<file path="src/rtl/regfile_pkg.sv">
// regfile_pkg: definitions shared by the multi-port register file slice.
//   - State encoding of the clear sequencer (CLEAR sweeps the array, IDLE serves traffic)
//   - Default parameter values of regfile_mp
package regfile_pkg;

    localparam int unsigned DEF_DATA_W   = 32;
    localparam int unsigned DEF_ADDR_W   = 5;
    localparam int unsigned DEF_ZERO_REG = 1;
    localparam int unsigned DEF_BYPASS   = 1;
    localparam int unsigned DEF_TAP0_IDX = 2;
    localparam int unsigned DEF_TAP1_IDX = 4;

    typedef enum logic {
        CLEAR = 1'b0,
        IDLE  = 1'b1
    } state_e;

endpackage

</file>
<file path="src/rtl/regfile_clr_seq.sv">
// regfile_clr_seq: clear sequencer of the register file.
// It sweeps every entry to zero after reset or on a clear request.
// Ports:
//   clk      in   clock
//   rst      in   asynchronous active-high reset; holds the sequencer in CLEAR at entry 0
//   clearReq in   one-cycle request that starts a new sweep (honoured only in IDLE)
//   ready    out  high in IDLE
//   clrEn    out  high in CLEAR; zero is written to entry clrAddr on the next edge
//   clrAddr  out  sweep index
module regfile_clr_seq
    import regfile_pkg::*;
#(
    parameter int unsigned ADDR_W = DEF_ADDR_W
) (
    input  logic              clk,
    input  logic              rst,
    input  logic              clearReq,
    output logic              ready,
    output logic              clrEn,
    output logic [ADDR_W-1:0] clrAddr
);

    state_e            state_q, state_d;
    logic [ADDR_W-1:0] clrCnt_q, clrCnt_d;

    always_ff @(posedge clk or posedge rst) begin
        if (rst) begin
            state_q  <= CLEAR;
            clrCnt_q <= '0;
        end else begin
            state_q  <= state_d;
            clrCnt_q <= clrCnt_d;
        end
    end

    always_comb begin
        state_d  = state_q;
        clrCnt_d = clrCnt_q;
        ready    = 1'b0;
        clrEn    = 1'b0;
        case (state_q)
            CLEAR: begin
                // clearReq is ignored here, so a sweep is never restarted.
                clrEn    = 1'b1;
                clrCnt_d = clrCnt_q + ADDR_W'(1);
                if (clrCnt_q == '1) begin
                    state_d = IDLE;
                end
            end
            IDLE: begin
                ready = 1'b1;
                if (clearReq) begin
                    state_d  = CLEAR;
                    clrCnt_d = '0;
                end
            end
            default: begin
                state_d  = CLEAR;
                clrCnt_d = '0;
            end
        endcase
    end

    assign clrAddr = clrCnt_q;

endmodule

</file>
<file path="src/rtl/regfile_mp.sv">
// regfile_mp: register file with two combinational read ports, one write port,
// two fixed debug taps, an optional hard-wired zero entry and optional write bypass.
// Ports:
//   clk, rst            clock, asynchronous active-high reset (starts a clear sweep)
//   readReg1/readReg2   read indices       -> reg1/reg2 read data (zero while not ready)
//   writeReg, Din, we   write index, data, enable (accepted only when ready)
//   clearReq            one-cycle pulse requesting a full clear sweep
//   v0, a0              contents of entries TAP0_IDX and TAP1_IDX
//   ready               high when writes are accepted and reads are valid
module regfile_mp
    import regfile_pkg::*;
#(
    parameter int unsigned DATA_W   = DEF_DATA_W,
    parameter int unsigned ADDR_W   = DEF_ADDR_W,
    parameter int unsigned ZERO_REG = DEF_ZERO_REG,
    parameter int unsigned BYPASS   = DEF_BYPASS,
    parameter int unsigned TAP0_IDX = DEF_TAP0_IDX,
    parameter int unsigned TAP1_IDX = DEF_TAP1_IDX
) (
    input  logic              clk,
    input  logic              rst,
    input  logic [ADDR_W-1:0] readReg1,
    input  logic [ADDR_W-1:0] readReg2,
    input  logic [ADDR_W-1:0] writeReg,
    input  logic [DATA_W-1:0] Din,
    input  logic              we,
    input  logic              clearReq,
    output logic [DATA_W-1:0] reg1,
    output logic [DATA_W-1:0] reg2,
    output logic [DATA_W-1:0] v0,
    output logic [DATA_W-1:0] a0,
    output logic              ready
);

    localparam int unsigned       DEPTH  = 1 << ADDR_W;
    localparam logic              ZR     = (ZERO_REG != 0);
    localparam logic              BYP    = (BYPASS != 0);
    localparam logic [ADDR_W-1:0] TAP0_A = ADDR_W'(TAP0_IDX);
    localparam logic [ADDR_W-1:0] TAP1_A = ADDR_W'(TAP1_IDX);

    logic [DATA_W-1:0] mem_q [DEPTH];

    logic              clrEn;
    logic [ADDR_W-1:0] clrAddr;
    logic              wrEn;

    regfile_clr_seq #(
        .ADDR_W (ADDR_W)
    ) u_clr_seq (
        .clk      (clk),
        .rst      (rst),
        .clearReq (clearReq),
        .ready    (ready),
        .clrEn    (clrEn),
        .clrAddr  (clrAddr)
    );

    // A coincident clearReq wins over the write; entry 0 is read-only under ZERO_REG.
    assign wrEn = ready && we && !clearReq && !(ZR && (writeReg == '0));

    // No reset on the array: zeroing is done only by the sweep.
    // clrEn and wrEn are mutually exclusive (clrEn only in CLEAR, wrEn only in IDLE).
    always_ff @(posedge clk) begin
        if (clrEn) begin
            mem_q[clrAddr] <= '0;
        end else if (wrEn) begin
            mem_q[writeReg] <= Din;
        end
    end

    function automatic logic [DATA_W-1:0] rd_val(
        input logic [ADDR_W-1:0] idx,
        input logic [DATA_W-1:0] stored,
        input logic              wr,
        input logic [ADDR_W-1:0] waddr,
        input logic [DATA_W-1:0] wdata
    );
        if (ZR && (idx == '0)) begin
            return '0;
        end
        if (BYP && wr && (idx == waddr)) begin
            return wdata;
        end
        return stored;
    endfunction

    always_comb begin
        reg1 = '0;
        reg2 = '0;
        if (ready) begin
            reg1 = rd_val(readReg1, mem_q[readReg1], wrEn, writeReg, Din);
            reg2 = rd_val(readReg2, mem_q[readReg2], wrEn, writeReg, Din);
        end
        v0 = rd_val(TAP0_A, mem_q[TAP0_A], wrEn, writeReg, Din);
        a0 = rd_val(TAP1_A, mem_q[TAP1_A], wrEn, writeReg, Din);
    end

endmodule

</file>
<file path="config.mk">
export PLATFORM = sky130hd
export DESIGN_NAME = regfile_mp
export DESIGN_NICKNAME = d
export VERILOG_FILES = /design/src/rtl/regfile_pkg.sv /design/src/rtl/regfile_clr_seq.sv /design/src/rtl/regfile_mp.sv
export SDC_FILE = /design/constraint.sdc
export NUM_CORES = 1
export LEC_CHECK = 0
export BUFFER_PORTS_ARGS = -buffer_cell sky130_fd_sc_hd__clkbuf_2
export CORE_UTILIZATION = 55
export DETAILED_ROUTE_END_ITERATION = 7
export PLACE_DENSITY_LB_ADDON = 0.2
export SLEW_MARGIN = 10
export SYNTH_ARGS = -nofsm -noshare
export SYNTH_HDL_FRONTEND = slang
export SYNTH_SLANG_ARGS = --single-unit
</file>
<file path="constraint.sdc">
create_clock -name clk -period 5 [get_ports clk]
set_clock_uncertainty 0.05 [all_clocks]
set_input_delay 0.25 -clock clk [delete_from_list [all_inputs] [get_ports clk]]
set_output_delay 0.25 -clock clk [all_outputs]
set_load 0.03 [all_outputs]
</file>
==> summary.txt <==
status = completed
Slew @ Worst Pin = 1.237 ns
Final Power = 22.75 mW
pwr dens = 404.4 nW/um2
pin count of the biggest net entering global routing = 63
Max Root-Sink Buffers = 3
drt initial violations = 5,372
initial core utilization = 0.5574
Area Overhead vs Synth = 11.80%
vias in the first global route = 33.60k
gr busiest metal = met2
library cells used by synthesis = 64
GRT overflow = 0
Final Cell Area = 56,270 um2
post-route ant nets = 0
M3 GR Usage = 0.1041
placed insts = 4,257
Final Hold Fails = 0
reg-to-reg endpoint = mem_q[30][5]
arrival time worst endpoint = 4.35 ns
final setup violating endpoints = 0
Syn Area/Cell = 16.68 um2
Synth Instances = 3,017
CP delay by family, top = simple AND/OR/NAND/NOR gates
share of cells above drive strength 1 = 0.2794
Crit-path slowest cell = o211a_4
WL per Instance = 38.35 um
dpl cell area = 52,880 um2
M1 GR Usage = 0.4993
Hold Path Class = input pin to flip-flop
clock latency on the worst-skew pair = 0.67 ns
Via density = 7.557
Detail Placement HPWL = 105,000 um
clk sinks = 1,030
number of synthesized flops with an enable pin = 1,024
Min Clock Period, post-route = 4.650 ns
PortBufs = 179
Worst Setup End Kind = output port
Setup WS pre-CTS = 1.061 ns
I/O Pins = 180
Core Util, Final = 0.6232
final net count = 3,244
Final TNS setup = 0 ns
reg2reg start = u_clr_seq.state_q
Crit Path Class = flip-flop to output port
worst hold path depth = 2
final max-slew violation count = 0
total die area = 92,720 um2
WP buf/inv = 1
unrepaired setup endpoints after global routing = no
synthesized net count = 3,070
final period utilization = 0.9299
most common flop cell mapped by yosys = edfxtp_1
global placement routability congestion = 0.9485
fmax = 0.2151 GHz
worst stage delay on the critical path = 0.77 ns
Die Ht = 304.5 um
worst ir drop on vdd = 372.3 uV
hold path start = Din[5]
DRC viols = 0
post-route insts no fill = 4,456
startpoint types = flip-flop
met2 usage = 0.5454
H-Tree Level Count = 3
final worst setup slack = 0.3504 ns
hold endpoint = mem_q[5][5]
max-cap violations = 0
CP Cell Sequence = nor2b_1, o211a_4, and3_4, nand2b_1, a311oi_2, a32o_1, clkbuf_2
initial antenna violation count = 8
core area = 90,290 um2
# rows = 110
TritonCTS clock tree = done
Clock Root Buffer = clkbuf_16
Mapped Area = 50,330 um2
Reg clk slew, reported paths = 0.06 ns
post-synthesis sequential area ratio = 0.6139
Slew HR = 0.1752
All-Layer GR Usage = 0.3674
Async SR Flop Fraction = 0.005825
cell count of the worst reg-to-reg path = 7
router iterations before antenna repair = 6
Worst EP required = 4.70 ns
first-pass GRT wire length = 241,300 um
CTS Buf Count = 105
routed vias = 33.68k
final WL = 170,900 um
Leakage = 19.55 nW
WHS = 0.2327 ns
R2R Setup Slk = 0.91 ns
Chip Width = 304.5 um
critical path fanouts, max = 51
Levels on crit path = 7
Syn. warnings = 0
synthesized flop and latch total = 1,030
worst reg2reg max path, cell delays in order, from the launching register on:
cell and delay [ns]:
dfrtp_1 0.66, nor2b_1 0.46, o211a_4 0.77, nand3_1 0.17, nand2_1 0.15, nand2_1 0.25, nor2_4 0.62, buf_4 0.56
power by group:
group / total [mW] / switching [mW] / internal, mW / leakage [nW]
sequential: 10.8 / 0.407 / 10.4 / 9.94
clock: 7.81 / 3.33 / 4.48 / 1.62
combinational: 4.13 / 2.80 / 1.33 / 7.98
total: 22.8 / 6.54 / 16.2 / 19.5
metal layers:
layer  routed length [um]  vias to the layer above
met5                   43                        -
met4                 9794                        6
met3                24690                      572
met2                76010                     2839
met1                60350                    17220
li1                     -                    13040
cells in the mapped netlist (all sizes together) (6+ instances only):
| master | number | area share |
|---|---|---|
| o22ai | 123 | 0.015 |
| xor2 | 8 | 0.0014 |
| mux4 | 331 | 0.15 |
| nor3 | 7 | 0.00080 |
| a211oi | 7 | 0.0010 |
| o221a | 8 | 0.0018 |
| a21oi | 79 | 0.0079 |
| buf | 135 | 0.019 |
| o21ai | 89 | 0.0089 |
| a31oi | 10 | 0.0012 |
| and2 | 33 | 0.0041 |
| nor4 | 7 | 0.00087 |
| nand2 | 84 | 0.0063 |
| nor2b | 21 | 0.0026 |
| nor2 | 112 | 0.0084 |
| nand3 | 44 | 0.0044 |
| nand2b | 12 | 0.0015 |
| nor3b | 16 | 0.0024 |
| o211ai | 8 | 0.0013 |
| o221ai | 164 | 0.029 |
| edfxtp | 1024 | 0.61 |
| a2bb2oi | 10 | 0.0017 |
| mux2i | 412 | 0.082 |
| clkbuf | 120 | 0.0091 |
| mux2 | 64 | 0.014 |
| o31ai | 26 | 0.0039 |
| dfrtp | 6 | 0.0030 |
| inv | 9 | 0.00067 |
registers in the layout (all words and copies together) (netlist names):
signal,flops
mem_q,1024
u_clr_seq.clrAddr,5
u_clr_seq.state_q,1
layout make-up:
cell class                 instances  area (um2)
tap                             1176        1471
fill                            6467       34020
inverter                          10       40.04
multi-input combinational       1722       18260
sequential                      1030       30900
antenna                            1       2.502
clock buffer                     134        2779
timing repair buffer             322        2242
clock inverter                    61       570.5
timing repair:
item                      4_1_cts  5_1_grt
buffers inserted                0        0
resized for setup               0        0
hold endpoints to repair       10        0
hold buffers                    3        0
worst max path at each step:
stage                                 start            end  slack, ns
final                     u_clr_seq.state_q       reg1[20]       0.35
after CTS                 u_clr_seq.state_q       reg1[20]       0.48
after global placement    u_clr_seq.state_q  mem_q[31][28]       1.15
after detailed placement  u_clr_seq.state_q  mem_q[31][30]       1.06
after global routing      u_clr_seq.state_q       reg1[20]       0.22
after floorplan           u_clr_seq.state_q    mem_q[0][0]       1.21
cell families after synthesis:
| group | Yosys count | synth area share |
|---|---|---|
| AOI/OAI and AO/OA | 553 | 0.07734 |
| muxes | 807 | 0.2444 |
| xor gates and xnor gates | 10 | 0.001740 |
| buffers and inverters | 265 | 0.02876 |
| and+or+nand+nor | 350 | 0.03334 |
| adders and majority gates | 2 | 0.0004971 |
| DFF | 1030 | 0.6139 |
layout by cell type, fill, tap and decap left out, types with 8 or more instances in the layout:
master and n:
clkbuf_16 107, o221ai_1 164, mux2i_1 412, o221a_2 8
buf_12 18, nor2_4 33, nand2b_1 8, o22ai_1 123
clkinv_1 31, clkbuf_2 171, a21oi_1 79, clkbuf_1 27
and2_1 29, nor2_1 79, nand3_1 43, a31oi_1 10
clkinv_2 15, a2bb2oi_1 10, nor2b_1 21, bufinv_16 11
buf_4 125, o31ai_1 26, nand2_1 82, xor2_1 8
edfxtp_1 1024, mux4_2 331, o21ai_0 88, mux2_2 60
nor3b_1 16
Note: power is estimated with default switching activity, not from simulation.
